$ cat src/rtl/fetch_align_ctrl.sv
// RV32IC fetch sequencer: word reads from imem, halfword queue,
// one 16/32-bit instruction per handshake, redirect flush.
module fetch_align_ctrl #(
    parameter logic [31:0] RESET_PC = 32'h0000_0000
) (
    input  logic        clk,
    input  logic        reset,
    input  logic        redirect,
    input  logic [31:0] redirect_pc,
    output logic        imem_req,
    output logic [31:0] imem_addr,
    input  logic        imem_rvalid,
    input  logic [31:0] imem_rdata,
    output logic        inst_valid,
    input  logic        inst_ready,
    output logic [31:0] inst_out,
    output logic [31:0] pc_out,
    output logic        is_compressed
);

    logic [31:0] fetch_addr_q, fetch_addr_d;
    logic [15:0] hw_q [3];
    logic [15:0] hw_d [3];
    logic [31:0] pc_q [3];
    logic [31:0] pc_d [3];
    logic [1:0]  cnt_q, cnt_d;
    logic        outstanding_q, outstanding_d;
    logic        discard_q, discard_d;
    logic        skip_low_q, skip_low_d;

    logic        head_c;
    logic        head_ok;
    logic        pop;
    logic [1:0]  pop_n;
    logic [1:0]  cnt_ap;
    logic [1:0]  idx1;
    logic        rsp;
    logic        keep;

    assign head_c  = (hw_q[0][1:0] != 2'b11);
    assign head_ok = head_c ? (cnt_q != 2'd0) : (cnt_q >= 2'd2);

    assign inst_valid    = head_ok & ~redirect;
    assign is_compressed = inst_valid & head_c;
    assign pc_out        = pc_q[0];

    always_comb begin
        inst_out = 32'h0;
        if (inst_valid) begin
            if (head_c) inst_out = {16'h0, hw_q[0]};
            else        inst_out = {hw_q[1], hw_q[0]};
        end
    end

    assign pop    = inst_valid & inst_ready;
    assign pop_n  = pop ? (head_c ? 2'd1 : 2'd2) : 2'd0;
    assign cnt_ap = cnt_q - pop_n;
    assign idx1   = cnt_ap + 2'd1;

    // Only one read in flight and a refill only below two entries,
    // so a two-halfword push always fits in the three-entry queue.
    assign imem_req  = ~reset & ~redirect & ~outstanding_q
                     & (cnt_ap <= 2'd1);
    assign imem_addr = fetch_addr_q;

    assign rsp  = imem_rvalid & outstanding_q;
    assign keep = rsp & ~discard_q & ~redirect;

    always_comb begin
        for (int i = 0; i < 3; i++) begin
            hw_d[i] = hw_q[i];
            pc_d[i] = pc_q[i];
        end
        fetch_addr_d  = fetch_addr_q;
        cnt_d         = cnt_ap;
        outstanding_d = outstanding_q;
        discard_d     = discard_q;
        skip_low_d    = skip_low_q;

        unique case (pop_n)
            2'd1: begin
                hw_d[0] = hw_q[1];
                pc_d[0] = pc_q[1];
                hw_d[1] = hw_q[2];
                pc_d[1] = pc_q[2];
            end
            2'd2: begin
                hw_d[0] = hw_q[2];
                pc_d[0] = pc_q[2];
            end
            default: ;
        endcase

        if (redirect) begin
            cnt_d         = 2'd0;
            fetch_addr_d  = {redirect_pc[31:2], 2'b00};
            skip_low_d    = redirect_pc[1];
            discard_d     = outstanding_q & ~imem_rvalid;
            outstanding_d = outstanding_q & ~imem_rvalid;
        end else begin
            if (rsp) begin
                outstanding_d = 1'b0;
                discard_d     = 1'b0;
            end
            if (keep) begin
                fetch_addr_d = fetch_addr_q + 32'd4;
                skip_low_d   = 1'b0;
                if (skip_low_q) begin
                    hw_d[cnt_ap] = imem_rdata[31:16];
                    pc_d[cnt_ap] = fetch_addr_q + 32'd2;
                    cnt_d        = cnt_ap + 2'd1;
                end else begin
                    hw_d[cnt_ap] = imem_rdata[15:0];
                    pc_d[cnt_ap] = fetch_addr_q;
                    hw_d[idx1]   = imem_rdata[31:16];
                    pc_d[idx1]   = fetch_addr_q + 32'd2;
                    cnt_d        = cnt_ap + 2'd2;
                end
            end
            if (imem_req) outstanding_d = 1'b1;
        end
    end

    always_ff @(posedge clk) begin
        if (reset) begin
            fetch_addr_q  <= RESET_PC;
            cnt_q         <= 2'd0;
            outstanding_q <= 1'b0;
            discard_q     <= 1'b0;
            skip_low_q    <= 1'b0;
            for (int i = 0; i < 3; i++) begin
                hw_q[i] <= 16'h0;
                pc_q[i] <= 32'h0;
            end
        end else begin
            fetch_addr_q  <= fetch_addr_d;
            cnt_q         <= cnt_d;
            outstanding_q <= outstanding_d;
            discard_q     <= discard_d;
            skip_low_q    <= skip_low_d;
            for (int i = 0; i < 3; i++) begin
                hw_q[i] <= hw_d[i];
                pc_q[i] <= pc_d[i];
            end
        end
    end

endmodule

$ cat config.mk
export PLATFORM = sky130hd
export DESIGN_NAME = fetch_align_ctrl
export DESIGN_NICKNAME = d
export VERILOG_FILES = /design/src/rtl/fetch_align_ctrl.sv
export SDC_FILE = /design/constraint.sdc
export NUM_CORES = 1
export LEC_CHECK = 0
export CELL_PAD_IN_SITES_DETAIL_PLACEMENT = 0
export CELL_PAD_IN_SITES_GLOBAL_PLACEMENT = 1
export CORE_UTILIZATION = 43
export CTS_CLUSTER_SIZE = 30
export DETAILED_ROUTE_END_ITERATION = 10
export PLACE_DENSITY_LB_ADDON = 0.1
export SLEW_MARGIN = 0
export SYNTH_ARGS = -nofsm -noshare
export SYNTH_HDL_FRONTEND = slang
export SYNTH_SLANG_ARGS = --single-unit
$ cat constraint.sdc
create_clock -name clk -period 12.4 [get_ports clk]
set_input_delay 3.72 -clock clk [delete_from_list [all_inputs] [get_ports clk]]
set_output_delay 3.72 -clock clk [all_outputs]
set_load 0.01 [all_outputs]
==> results.py <==
metrics = {
    "worst_setup_path": {
        "rrSetupSlack_ns": 7.53,
        "path_class": "input port to primary output",
        "crit_family": "simple AND/OR/NAND/NOR gates",
        "r2r-end": "hw_q[0][14]",
        "cp_slowest_stage_delay_ns": 0.67,
        "cpMaxStageDelayCell": "clkdlybuf4s50_1",
        "start_kind": "input port",
        "critPathArrivalTime_ns": 6.81,
        "path_max_fanout": 8,
        "required_ns": 8.68,
        "ff2ff_path_depth": 11,
        "critPathBufInv": 2,
        "r2r-start": "cnt_q[1]",
        "cp_cell_sequence": "clkdlybuf4s50_1, nand2b_1, nor3b_4, ha_1, nor2b_1, nand2_1, nand2_1, nor4_1, clkdlybuf4s50_1",
        "end_kind": "primary output",
    },
    "yosys": {
        "seq_area_frac_synth": 0.366,
        "synth_edf_count": 0,
        "syn_inst": 1141,
        "ys_warn_count": 0,
        "yosys_most_used_dff": "dfxtp_1",
        "ys_ff_latch": 179,
        "syn_area_um2": 9800,
        "synthArstFlopShare": 0,
        "syn-mean-instance-area_um2": 8.59,
        "synth_cell_types": 64,
    },
    "route": {
        "drc_errors": 0,
        "vias": 9023,
        "wl_per_cell_um": 20.4,
        "wirelength_um": 30500,
        "viasPerCell": 6.04,
        "ant_nets": 0,
        "drt_first_pass_iters": 6,
        "dr.first_iter.drc_count": 886,
    },
    "clock_network": {
        "cts_resized": 0,
        "cts_tree": "done",
        "clk_pin_slew_worst_paths_ns": 0.07,
        "cts_made_buffers": 17,
        "clockBufferDepth": 2,
        "clk_latency_ns": 0.44,
        "holdBufCountCts": 0,
        "cts_setup_buffers": 0,
        "htreeDepth": 4,
        "clockRootBuffer": "clkbuf_16",
        "clkSinkCount": 179,
    },
    "power": {
        "power.density_nw_per_um2": 108,
        "ir_worst_vdd_v": 0.0000891,
        "p_leak_nw": 4.24,
        "finalPower_mw": 1.27,
    },
    "sta": {
        "grt_setup_unrepaired": "no",
        "timing.slew.headroom": 0.236,
        "fin_skew_ns": 0.0109,
        "slew_violations": 0,
        "setup_viol": 0,
        "setup_tns_ns": 0,
        "hold_viol": 0,
        "max_freq_ghz": 0.0949,
        "layout_min_cycle_time_ns": 10.53,
        "layout_setup_ws_ns": 1.87,
        "post-route-period-util": 0.850,
        "tightest_slew_ns": 1.15,
    },
    "min_path": {
        "worstHoldStart": "pc_q[0][64]",
        "hp-class": "flip-flop to flip-flop",
        "min_to": "pc_q[0][64]",
        "holdPathStages": 1,
    },
    "cells_and_area": {
        "area_delta_synth_final_pct": 20.3,
        "final_area_um2": 11800,
        "nets": 1272,
        "drive_gt1_frac": 0.0634,
        "fillCellCount": 2101,
        "diodes": 0,
    },
    "die": {
        "rows": 54,
        "core_um2": 22100,
        "start_util": 0.443,
        "die_h_um": 153,
        "die-area_um2": 23400,
        "die_w_um": 153,
        "io_pins": 168,
    },
    "placement": {
        "dpl_cell_area_um2": 11200,
        "dpl.hpwl_um": 18700,
        "routabilityCongestion": 0.798,
        "place_worst_setup_slack_ns": 1.96,
        "port-buffer-count": 164,
    },
    "global_routing": {
        "grt_pass1_wl_um": 48200,
        "grt_max_degree": 94,
        "antenna_found_initial": 0,
        "grt_usage": 0.262,
        "grt_pass1_vias": 8271,
        "overflow": 0,
    },
    "job": {
        "cap_violations": 0,
    },
    "status": {
        "status": "finished clean",
    },
}
==> worst max path at each step <==
stage                     from  endpoint  slack [ns]  depth (start not counted)
floorplan             redirect  imem_req        2.33                         12
global placement    inst_ready  imem_req        1.98                          9
detailed placement  inst_ready  imem_req        1.96                          9
CTS                 inst_ready  imem_req        1.93                          9
global route        inst_ready  imem_req        1.74                          9
finish              inst_ready  imem_req        1.87                          9
==> cells by family (layout without fill, tap and decap cells) <==
family	Yosys count	in the layout	synth area share
compound gates	298	298	0.236
other cells	1	2	0.000383
simple gates	372	372	0.185
fa+ha+maj	2	2	0.00255
mux	102	102	0.104
buf+inv	160	232	0.0825
xor+xnor	27	27	0.0241
flops	179	179	0.366
==> cells in the mapped netlist, drive strengths merged (3+ instances only) <==
cell type | number | area [µm²]
a211o | 7 | 61.3
a211oi | 68 | 510
a21oi | 57 | 285
a221o | 7 | 70.1
a221oi | 6 | 52.6
a222oi | 39 | 390
a22oi | 7 | 52.6
and2 | 39 | 244
and3 | 29 | 181
and4 | 5 | 43.8
buf | 71 | 474
clkbuf | 69 | 259
dfxtp | 179 | 3580
inv | 18 | 67.6
mux2i | 101 | 1010
nand2 | 43 | 161
nand2b | 3 | 18.8
nand3 | 18 | 90.1
nand4 | 16 | 100
nor2 | 176 | 668
nor2b | 4 | 25.0
nor3 | 10 | 61.3
nor4 | 11 | 75.1
o2111ai | 6 | 52.6
o21a | 3 | 22.5
o21ai | 14 | 81.3
o221ai | 18 | 214
o22ai | 28 | 175
o31ai | 23 | 173
or3 | 10 | 62.6
xnor2 | 13 | 114
xor2 | 14 | 123
==> where the power goes <==
group	internal (mW)	switching [mW]	leakage, nW	total [mW]
Combinational	0.0599	0.0653	2.51	0.125
Sequential	0.587	0.0182	1.45	0.606
Clock	0.272	0.265	0.282	0.537
Total	0.919	0.348	4.24	1.27
==> state kept, by name, summed over array words and instances, names as in the netlist, named ones only <==
name / cells
pc_q: 96
skip_low_q: 1
hw_q: 32
outstanding_q: 1
cnt_q: 2
discard_q: 1
imem_addr: 30
==> placed cells by master (no fill, tap or decap), types with 6 or more instances in the layout <==
master           synthesis  routed
nand3_1                 18      17
o221ai_2                 9       9
o22ai_1                 28      28
o221ai_1                 9       9
or3_1                   10      10
a222oi_1                39      39
o2111ai_1                6       6
a21oi_1                 57      57
nor4_1                  10      10
a211o_1                  7       7
nor3_1                   9       8
xnor2_1                 13      13
a221oi_1                 6       6
a211oi_1                68      68
inv_1                   18      18
o31ai_1                 23      23
nand4_1                 16      16
o21ai_0                 12      11
and3_1                  29      29
xor2_1                  14      14
clkdlybuf4s50_1          0     162
and2_1                  39      39
dfxtp_1                179     179
a22oi_1                  7       7
mux2i_1                101     101
nand2_1                 43      43
a221o_1                  7       7
clkbuf_16                0      17
buf_4                   44      17
nor2_1                 175     174
==> through the flow <==
| step | hold slack [ns] | util | instances |
|---|---|---|---|
| 2_1_floorplan | 0.459 | - | 1142 |
| 3_3_place_gp | 0.478 | 0.507 | 1462 |
| 3_5_place_dp | 0.485 | 0.507 | 1462 |
| 4_1_cts | 0.494 | 0.533 | 1494 |
| 5_1_grt | 0.519 | 0.533 | 1494 |
| 6_report | 0.496 | 0.533 | 1494 |
==> layer usage <==
| metal | vias up | global-route usage | wire [µm] |
|---|---|---|---|
| met5 | - | 0 | 0 |
| met3 | 37 | 0.0465 | 2250 |
| li1 | 4347 | - | - |
| met1 | 4291 | 0.376 | 14500 |
| met2 | 348 | 0.391 | 13200 |
| met4 | 0 | 0.0928 | 604 |
==> final cells by class <==
class	instances	area, µm²	share of cell area
multi-input cells	803	5450	0.462
flip-flops and latches	179	3580	0.304
clock inverters	14	135	0.0115
repair buffers	180	1750	0.149
well taps	280	350	0.0297
clock buffers	18	439	0.0373
inverters	20	75.1	0.00637
Note: power is estimated with default switching activity, not from simulation.
